--- config.mk ---
export PLATFORM = sky130hd
export DESIGN_NAME = multiplexer_4_to_1_arbiter
export DESIGN_NICKNAME = d
export VERILOG_FILES = /design/src/rtl/multiplexer_pkg.sv /design/src/rtl/round_robin_arbiter_4.sv /design/src/rtl/multiplexer_4_to_1_arbiter.sv
export SDC_FILE = /design/constraint.sdc
export NUM_CORES = 1
export LEC_CHECK = 0
export CAP_MARGIN = 0
export CORE_UTILIZATION = 30
export DETAILED_ROUTE_END_ITERATION = 12
export PLACE_DENSITY = 0.74
export SYNTH_ARGS = -nofsm -noshare
export SYNTH_HDL_FRONTEND = slang
export SYNTH_SLANG_ARGS = --single-unit
--- constraint.sdc ---
create_clock -name clk -period 1.25 [get_ports clk]
set_input_delay 0.125 -clock clk [delete_from_list [all_inputs] [get_ports clk]]
set_output_delay 0.125 -clock clk [all_outputs]
set_load 0.005 [all_outputs]
--- src/rtl/multiplexer_pkg.sv ---
// Shared constants, state type and pointer helper for the 4-to-1 arbitrating multiplexer.
package multiplexer_pkg;

    localparam int NUM_CH = 4;
    localparam int SEL_W  = 2;

    typedef enum logic {
        ST_EMPTY = 1'b0,
        ST_FULL  = 1'b1
    } mux_state_e;

    // Round-robin successor of a granted index, wrapping at NUM_CH.
    function automatic logic [SEL_W-1:0] next_pointer(input logic [SEL_W-1:0] idx);
        return idx + SEL_W'(1);
    endfunction

endpackage

--- src/rtl/round_robin_arbiter_4.sv ---
// Four-way grant logic. MULTIPLEXER_ROUND_ROBIN_EN selects a rotating search from
// 'pointer'; otherwise the lowest-index request wins and 'pointer' is ignored.
module round_robin_arbiter_4
    import multiplexer_pkg::*;
(
    input  logic [NUM_CH-1:0] request,
    input  logic [SEL_W-1:0]  pointer,
    input  logic              enable,
    output logic [NUM_CH-1:0] grant,
    output logic [SEL_W-1:0]  index
);

    logic [SEL_W-1:0] base_s;
    logic [SEL_W-1:0] cand_s;
    logic             found_s;

`ifdef MULTIPLEXER_ROUND_ROBIN_EN
    assign base_s = pointer;
`else
    logic pointer_unused_s;
    assign base_s           = {SEL_W{1'b0}};
    assign pointer_unused_s = ^pointer;
`endif

    // Ascending search from base_s, wrapping modulo NUM_CH; first hit wins.
    always_comb begin
        grant   = {NUM_CH{1'b0}};
        index   = {SEL_W{1'b0}};
        found_s = 1'b0;
        cand_s  = base_s;
        for (int k = 0; k < NUM_CH; k++) begin
            cand_s = base_s + SEL_W'(k);
            if (enable && !found_s && request[cand_s]) begin
                grant[cand_s] = 1'b1;
                index         = cand_s;
                found_s       = 1'b1;
            end else begin
                found_s = found_s;
            end
        end
    end

endmodule

--- src/rtl/multiplexer_4_to_1_arbiter.sv ---
// Four valid/ready channels merged into one registered output stage.
// MULTIPLEXER_ROUND_ROBIN_EN enables round-robin arbitration (fixed priority otherwise).
module multiplexer_4_to_1_arbiter
    import multiplexer_pkg::*;
#(
    parameter int WIDTH = 8
)
(
    input  logic                    clk,
    input  logic                    rst_n,
    input  logic [NUM_CH-1:0]       in_valid,
    input  logic [NUM_CH*WIDTH-1:0] in_data,
    output logic [NUM_CH-1:0]       in_ready,
    output logic                    out_valid,
    output logic [WIDTH-1:0]        out_data,
    input  logic                    out_ready,
    output logic [SEL_W-1:0]        select_lines
);

    mux_state_e        state_r;
    logic [WIDTH-1:0]  out_data_r;
    logic [SEL_W-1:0]  select_r;
    logic [SEL_W-1:0]  pointer_s;
    logic              load_en_s;
    logic              arb_enable_s;
    logic [NUM_CH-1:0] grant_s;
    logic [SEL_W-1:0]  grant_idx_s;
    logic              any_grant_s;

    // Gating with rst_n keeps in_ready low for the whole time reset is held.
    assign load_en_s    = (state_r == ST_EMPTY) || out_ready;
    assign arb_enable_s = load_en_s && rst_n;
    assign any_grant_s  = |grant_s;

    round_robin_arbiter_4 u_arbiter (
        .request (in_valid),
        .pointer (pointer_s),
        .enable  (arb_enable_s),
        .grant   (grant_s),
        .index   (grant_idx_s)
    );

`ifdef MULTIPLEXER_ROUND_ROBIN_EN
    logic [SEL_W-1:0] pointer_r;

    // Priority pointer moves past the channel just granted.
    always_ff @(posedge clk or negedge rst_n) begin
        if (!rst_n) begin
            pointer_r <= {SEL_W{1'b0}};
        end else if (any_grant_s) begin
            pointer_r <= next_pointer(grant_idx_s);
        end
    end

    assign pointer_s = pointer_r;
`else
    assign pointer_s = {SEL_W{1'b0}};
`endif

    // Output stage: load on grant, drain when consumed, hold while stalled.
    always_ff @(posedge clk or negedge rst_n) begin
        if (!rst_n) begin
            state_r    <= ST_EMPTY;
            out_data_r <= {WIDTH{1'b0}};
            select_r   <= {SEL_W{1'b0}};
        end else if (load_en_s) begin
            if (any_grant_s) begin
                state_r    <= ST_FULL;
                out_data_r <= in_data[grant_idx_s*WIDTH +: WIDTH];
                select_r   <= grant_idx_s;
            end else begin
                state_r    <= ST_EMPTY;
            end
        end
    end

    assign in_ready     = grant_s;
    assign out_valid    = (state_r == ST_FULL);
    assign out_data     = out_data_r;
    assign select_lines = select_r;

endmodule

# Yosys cells after proc, flatten, opt, wreduce, memory -nomap -nowiden
# Cells that the tools add are included.
[classes]
n_shift = 1
muxes = 11
bitwise = 1
n_reduce_logical = 14
[op_table]
columns = ["operator", "count"]
rows = [
  ["$shiftx A32 B6 Y8", 1],
  ["$logic_and A1 B1 Y1", 8],
  ["$mux W1", 6],
  ["$mux W2", 3],
  ["$mux W4", 1],
  ["$reduce_or A4 Y1", 1],
  ["$logic_not A1 Y1", 3],
  ["$mux W3", 1],
  ["$reduce_and A2 Y1", 1],
  ["$logic_or A1 B1 Y1", 1],
  ["$not A1 Y1", 1],
]
[totals]
reg_bits = 11
in_bits = 39
output_inout_bits = 15
wordCells = 30

# Depth between registers and ports, before layout
# Gate-level depths: netlist (run 1).
[logic_depth]
depth_word = 19
ltp_mapped = 4
mapped_depth_nobuf = 3

# Modules after synthesis
# From an unflattened synthesis (run 1), not the netlist that was laid out.
[unflattened]
cells_unflattened = 48
hier_area_um2 = 739.5
[by_module_without_submodules]
columns = ["mod", "instances", "cells_per_inst", "area_each_um2", "seq_area_each_um2"]
rows = [
  ["multiplexer_4_to_1_arbiter", 1, 38, 670.6, 275.3],
  ["round_robin_arbiter_4", 1, 10, 68.8, 0.0],
]

# Least setup slack after synthesis (run 1)
# OpenSTA, ideal clock, no wires.
[synth_path]
path_type = "flip-flop to flip-flop"
startpoint = "register state_r, in the netlist out_valid"
endpoint = "register out_data_r[0], in the netlist out_data[0]"
setup_time_ns = 0.126
t_arrival_ns = 1.175
required_time_ns = 1.124
slack_ns = -0.051
stages_incl_launch_ff = 5
path_buffers = 1
synth_period_minus_slack_ns = 1.301
cell_sequence = "dfrtp_1 -> nor2b_1 -> buf_2 -> a211oi_1 -> a221o_1"
[synth_via]
elab_chain_len = 19
elab_cells_between_ends = 26
cone_classes = "shift (1); mux (10); bitwise (1); reduce/logical (14)"
[synth_lines]
columns = ["item", "line", "text"]
rows = [
  ["start: declaration", "multiplexer_4_to_1_arbiter.sv:20", "mux_state_e state_r;"],
  ["start signal: assignment", "multiplexer_4_to_1_arbiter.sv:63", "state_r <= ST_EMPTY;"],
  ["start signal: assignment", "multiplexer_4_to_1_arbiter.sv:68", "state_r <= ST_FULL;"],
  ["start signal: assignment", "multiplexer_4_to_1_arbiter.sv:72", "state_r <= ST_EMPTY;"],
  ["$not A1 Y1 (*)", "multiplexer_4_to_1_arbiter.sv:31", "assign load_en_s = (state_r == ST_EMPTY) || out_ready;"],
  ["$logic_or A1 B1 Y1 (*)", "multiplexer_4_to_1_arbiter.sv:31", ""],
  ["branches (longest 17 deep; another with $logic_and A1 B1 Y1)", "--", ""],
  ["end signal: assignment", "multiplexer_4_to_1_arbiter.sv:64", "out_data_r <= {WIDTH{1'b0}};"],
  ["end signal: assignment", "multiplexer_4_to_1_arbiter.sv:69", "out_data_r <= in_data[grant_idx_s*WIDTH +: WIDTH];"],
  ["end: declaration", "multiplexer_4_to_1_arbiter.sv:21", "logic [WIDTH-1:0] out_data_r;"],
]
# Mark *: on every way between the ends.
# A chain may end at the register's enable or synchronous reset.

# Final worst setup path (run 1)
[layout_path]
startpoint = "register state_r, in the netlist out_valid"
endpoint = "register out_data_r[4], in the netlist out_data[4]"
# Same word-level chain as after synthesis.

==> results of run 1 <==
[cells in the mapped netlist, types with 2 or more instances]
master | n | area [µm²]
clkbuf_1 | 4 | 15.0
nor2_1 | 3 | 11.3
a211oi_1 | 8 | 60.1
nand3b_1 | 8 | 60.1
nor2b_1 | 2 | 12.5
a22o_1 | 8 | 70.1
dfrtp_1 | 11 | 275
and2_1 | 2 | 12.5
nand2_1 | 9 | 33.8
a221o_1 | 8 | 80.1
[power groups by stage]
stage	clock, W	combinational (W)	sequential [W]
final	0.000234	0.000540	0.000449
after CTS	0.000239	0.000510	0.000452
after detailed placement	0	0.000508	0.000460
after global routing	0.000266	0.000579	0.000455
after global placement	0	0.000501	0.000457
after floorplan	0	0.000166	0.000459
[worst reg2reg max path, stage by stage, from the launching register on]
cell and delay (ns):
dfrtp_1 0.39, buf_4 0.15, nand2b_4 0.10, o311ai_4 0.11, buf_6 0.16, a221o_1 0.34
[stage by stage]
step           setup WS, ns  total power, W  instances
2_1_floorplan        0.0374        0.000625         77
3_3_place_gp         -0.453        0.000958        169
3_5_place_dp         -0.490        0.000968        169
4_1_cts              -0.119         0.00120        175
5_1_grt              -0.152         0.00130        179
6_report             -0.115         0.00122        179
[path summary, 6_finish.rpt]
path / depth (start not counted) / to / slack, ns / from
max: 5 / out_data[4] / -0.11 / out_valid
min: 3 / select_lines[0] / 0.37 / rst_n
max reg2reg: 5 / out_data[4] / -0.11 / out_valid
min reg2reg: 1 / out_data[3] / 0.52 / out_data[3]
max in group asynchronous: 3 / out_data[6] / 0.72 / rst_n
min in group clk: 4 / select_lines[1] / 0.44 / in_valid[1]
[registers in the layout, summed over array words and instances, names as in the netlist]
register and flops:
out_valid 1, out_data 8, select_lines 2
[kinds of logic (layout without fill, tap and decap cells)]
family	Yosys count	count (layout)
buf+inv	8	82
simple gates	30	30
flops	11	11
compound gates	28	28
[timing repair]
item,4_1_cts,5_1_grt
pin swaps,7,2
hold buffers,0,0
setup endpoints to repair,19,18
setup buffers,2,4
gates cloned,0,0
gates resized for setup,30,8
[cell type report]
class	count	share of cell area (%)
Inverter	2	0.492
Multi-Input combinational cell	58	31.4
Clock buffer	4	1.72
Timing Repair Buffer	76	46.0
Tap cell	28	2.30
Sequential cell	11	18.0
[metal layers]
| metal | track usage [%] | vias up |
|---|---|---|
| met5 | 0 | - |
| met4 | 6.76 | 0 |
| met3 | 5.26 | 2 |
| met2 | 35.3 | 33 |
| met1 | 23.5 | 430 |
| li1 | - | 450 |
==> results.cfg, run 1 <==
[outcome]
status = complete, but fails checks
failed_checks = negative setup slack

[finish]
layout_commonest_cell = clkdlybuf4s50_1
area_growth_pct = 104
regArea_um2 = 275
multiInputGateArea_um2 = 479
nFillCells = 184
final_util_pct = 67.0
drive_gt1_share_pct = 26.5
diodes = 0
fin_area_um2 = 1530
layout_common_cells = clkdlybuf4s50_1 (36), buf_4 (22), dfrtp_1 (11)
final_nets = 191

[routing]
m1WireLength_um = 1040
wirelength_um = 2530
drc = 0
first_pass_iters = 4
dr.max_layer_used = met4
wl_met3_um = 184
wl_met2_um = 1290
wl_per_cell_um = 14.1
vias = 915
via_per_inst = 5.11
antenna_left = 0
first_iter_violations = 6

[synth]
synthArstFlopShare_pct = 100
synthFlopType = dfrtp_1
synth_cell_type_count = 24
yosys.area_share.simple_pct = 24.0
synth_top_family_by_area = compound AO/OA/AOI/OAI gates
synthesis.area_um2 = 749
ys_warn_count = 0
synth_compound_area_share_pct = 35.1
synthesis.nets = 116
synth-seq-area-share_pct = 36.7
synth_cells = 77
muxShareOfSynthArea_pct = 0
ys_ff_latch = 11
synth_fa_ha_area_share_pct = 0
syn_area_per_cell_um2 = 9.73
synth_xor_area_share_pct = 0
synth_edf_count = 0

[die]
dieArea_um2 = 2700
die_x_um = 52.0
initial_core_util_pct = 32.9
rows = 17
core_um2 = 2280
io_pins = 54
die_y_um = 52.0

[grt]
grt_overflow = 0
grt_max_degree = 16
antenna_found_initial = 0
track_usage_pct = 20.2
grt_pass1_vias = 883
grt_pass1_wl_um = 3930

[power_and_ir_drop]
internal_power_w = 0.000892
power_leakage_nw = 0.716
power_frac_seq_pct = 36.7
p_comb_share_pct = 44.1
p_clk_share_pct = 19.2
p_switching_w = 0.000331
irDropWorstVdd_uv = 525
powerDensity_nw_per_um2 = 802
swShare_pct = 27.1

[critical_path]
cp_top_family = compound AO/OA/AOI/OAI gates
arrival_ns = 1.50
worstPathMaxFanout = 8
required_ns = 1.39
critPathKind = reg2reg
cp-end-kind = register
max_stage_delay_ns = 0.39
path_cells = buf_4, nand2b_4, o311ai_4, buf_6, a221o_1
crit_buf_inv = 2
cp-start-kind = register
critPathSlowestCell = dfrtp_1

[sta]
clock-skew-final_ns = 0.00668
finalWorstSetupSlack_ns = -0.115
fmax_ghz = 0.733
timing.final.crit_period_ns = 1.36
rsz0062_at_grt = true
slew_violations = 0
worst_pin_slew_ns = 0.282
finalCritPeriodShare_pct = 109
setup_tns_ns = -1.10
setup_violations = 12
maxSlewHeadroom_pct = 81.1
whs_ns = 0.371
hold_viol = 0

[clock_network]
clkLatencyLatePin_ns = 0.26
cts.sink_count = 11
tritoncts.num_buffers = 3
clockRootBuffer = clkbuf_4
ctsLongestPathBuffers = 2
cts_tree = done
path_clk_slew_ns = 0.07
htreeDepth = 1

[placed_design]
port_buffers = 53
gp_congestion = 0.852
postPlaceCellArea_um2 = 1420
dp_hpwl_um = 2010

[worst_hold_path]
hp-class = in2async

[flow_run]
drv_cap = 0
Power figures use the tool's default switching activity.
==> run 2: changes to the inputs <==
GPL_TIMING_DRIVEN = 1   (was unset)
PLACE_DENSITY = unset   (was 0.74)
PLACE_DENSITY_LB_ADDON = 0.12   (was unset)
REMOVE_ABC_BUFFERS = 1   (was unset)
==> results.cfg, run 2 (synthesized netlist as in run 1, its figures left out) <==
[placed_design]
dp_hpwl_um = 2010
port_buffers = 53
post-place-ws_ns = -0.521
gp_congestion = 0.818
postPlaceCellArea_um2 = 1440

[die]
core_um2 = 2280
die_y_um = 52.0
rows = 17
initial_core_util_pct = 32.9
dieArea_um2 = 2700
io_pins = 54
die_x_um = 52.0

[routing]
via_per_inst = 5.34
first_pass_iters = 4
first_iter_violations = 10
wl_per_cell_um = 14.9
antenna_left = 0
vias = 988
drc = 0
wirelength_um = 2760

[finish]
layout_commonest_cell = clkdlybuf4s50_1
final_nets = 197
drive_gt1_share_pct = 28.0
area_growth_pct = 114
layout_common_cells = clkdlybuf4s50_1 (37), buf_4 (21), dfrtp_1 (11)
largest_reg_flops = 8
diodes = 0
fin_area_um2 = 1610

[clock_network]
ctsLongestPathBuffers = 2
path_clk_slew_ns = 0.07
clockRootBuffer = clkbuf_4
cts.sink_count = 11
clkLatencyLatePin_ns = 0.26
cts_tree = done
htreeDepth = 1
tritoncts.num_buffers = 3

[sta]
finalCritPeriodShare_pct = 112
clock-skew-final_ns = 0.00435
setup_violations = 12
fmax_ghz = 0.712
worst_pin_slew_ns = 0.505
rsz0062_at_grt = true
timing.final.crit_period_ns = 1.41
hold_viol = 0
finalWorstSetupSlack_ns = -0.155
maxSlewHeadroom_pct = 66.3
slew_violations = 0
setup_tns_ns = -1.53

[grt]
track_usage_pct = 19.8
grt_max_degree = 19
grt_overflow = 0
grt_pass1_vias = 881
antenna_found_initial = 0
grt_pass1_wl_um = 3930

[critical_path]
required_ns = 1.12
critPathKind = reg2out
cp-start-kind = register
reg2regPathDepth = 6
cp-end-kind = primary output
worstPathMaxFanout = 3
arrival_ns = 1.28

[power_and_ir_drop]
swShare_pct = 27.4
power_leakage_nw = 0.755
p_comb_share_pct = 45.9
p_clk_share_pct = 18.7
power_frac_seq_pct = 35.4
internal_power_w = 0.000917
irDropWorstVdd_uv = 487
powerDensity_nw_per_um2 = 786
p_switching_w = 0.000346

[outcome]
status = complete, but fails checks
failed_checks = negative setup slack

[flow_run]
drv_cap = 0

[worst_hold_path]
hold_depth = 4
hp-class = in2reg
[run 2: cell count changes in the layout (fill, tap and decap cells not counted)]
| cell | before | now |
|---|---|---|
| buf_4 | 22 | 21 |
| inv_1 | 0 | 1 |
| clkdlybuf4s15_1 | 0 | 1 |
| inv_2 | 2 | 1 |
| o311ai_2 | 0 | 1 |
| dlygate4sd3_1 | 0 | 1 |
| clkdlybuf4s50_1 | 36 | 37 |
| dlygate4sd2_1 | 8 | 5 |
| buf_6 | 2 | 7 |
| dlymetal6s2s_1 | 5 | 6 |
[run 2: layer usage]
layer  track usage (%)  vias to the layer above  part of all wire (%)
li1                  -                      469                     -
met4              5.41                        0                  0.98
met2              34.0                       50                    50
met3              3.22                        4                   6.4
met5                 0                        -                     0
met1              25.3                      465                    42
[run 2: power groups by stage]
stage | Clock [W] | Sequential (W) | Combinational, W
CTS | 0.000240 | 0.000448 | 0.000532
detailed placement | 0 | 0.000456 | 0.000518
global placement | 0 | 0.000456 | 0.000507
floorplan | 0 | 0.000459 | 0.000150
global route | 0.000264 | 0.000453 | 0.000619
finish | 0.000236 | 0.000447 | 0.000580
[run 2: through the flow]
stage,util [%],cells,hold WS (ns),power (W)
floorplan,-,71,-0.171,0.000609
global placement,63.3,172,0.495,0.000962
detailed placement,63.3,172,0.503,0.000974
CTS,66.8,179,0.427,0.00122
global route,70.6,185,0.415,0.00134
finish,70.6,185,0.394,0.00126
[run 2: final cells by class]
| class | count | area, µm² |
|---|---|---|
| Multi-Input combinational cell | 59 | 495 |
| Fill cell | 192 | 669 |
| Timing Repair Buffer | 81 | 767 |
| Clock buffer | 4 | 26.3 |
| Tap cell | 28 | 35.0 |
| Sequential cell | 11 | 275 |
| Inverter | 2 | 7.51 |
[run 2: path summary, 6_finish.rpt]
path                                   endpoint  slack (ns)        start
worst max-delay path                in_ready[3]       -0.16    out_valid
worst min-delay path            select_lines[1]        0.39  in_valid[0]
worst max register to register      out_data[5]       -0.15    out_valid
worst min register to register      out_data[6]        0.53  out_data[6]
max in group asynchronous           out_data[4]        0.20        rst_n
min in group asynchronous             out_valid        0.71        rst_n
[run 2: repair_timing]
action,CTS,global route
hold endpoints to repair,11,0
pin swaps,13,4
hold buffers,1,0
cloned,0,1
endpoints found under the setup margin,18,21
setup buffers,3,5
gates resized for setup,33,10
[run 2: critical path, stage by stage, from the launching register on]
cell and delay [ns]:
dfrtp_1 0.39, nor2b_4 0.15, nor3_4 0.14, buf_6 0.12
and2_4 0.13, buf_6 0.08
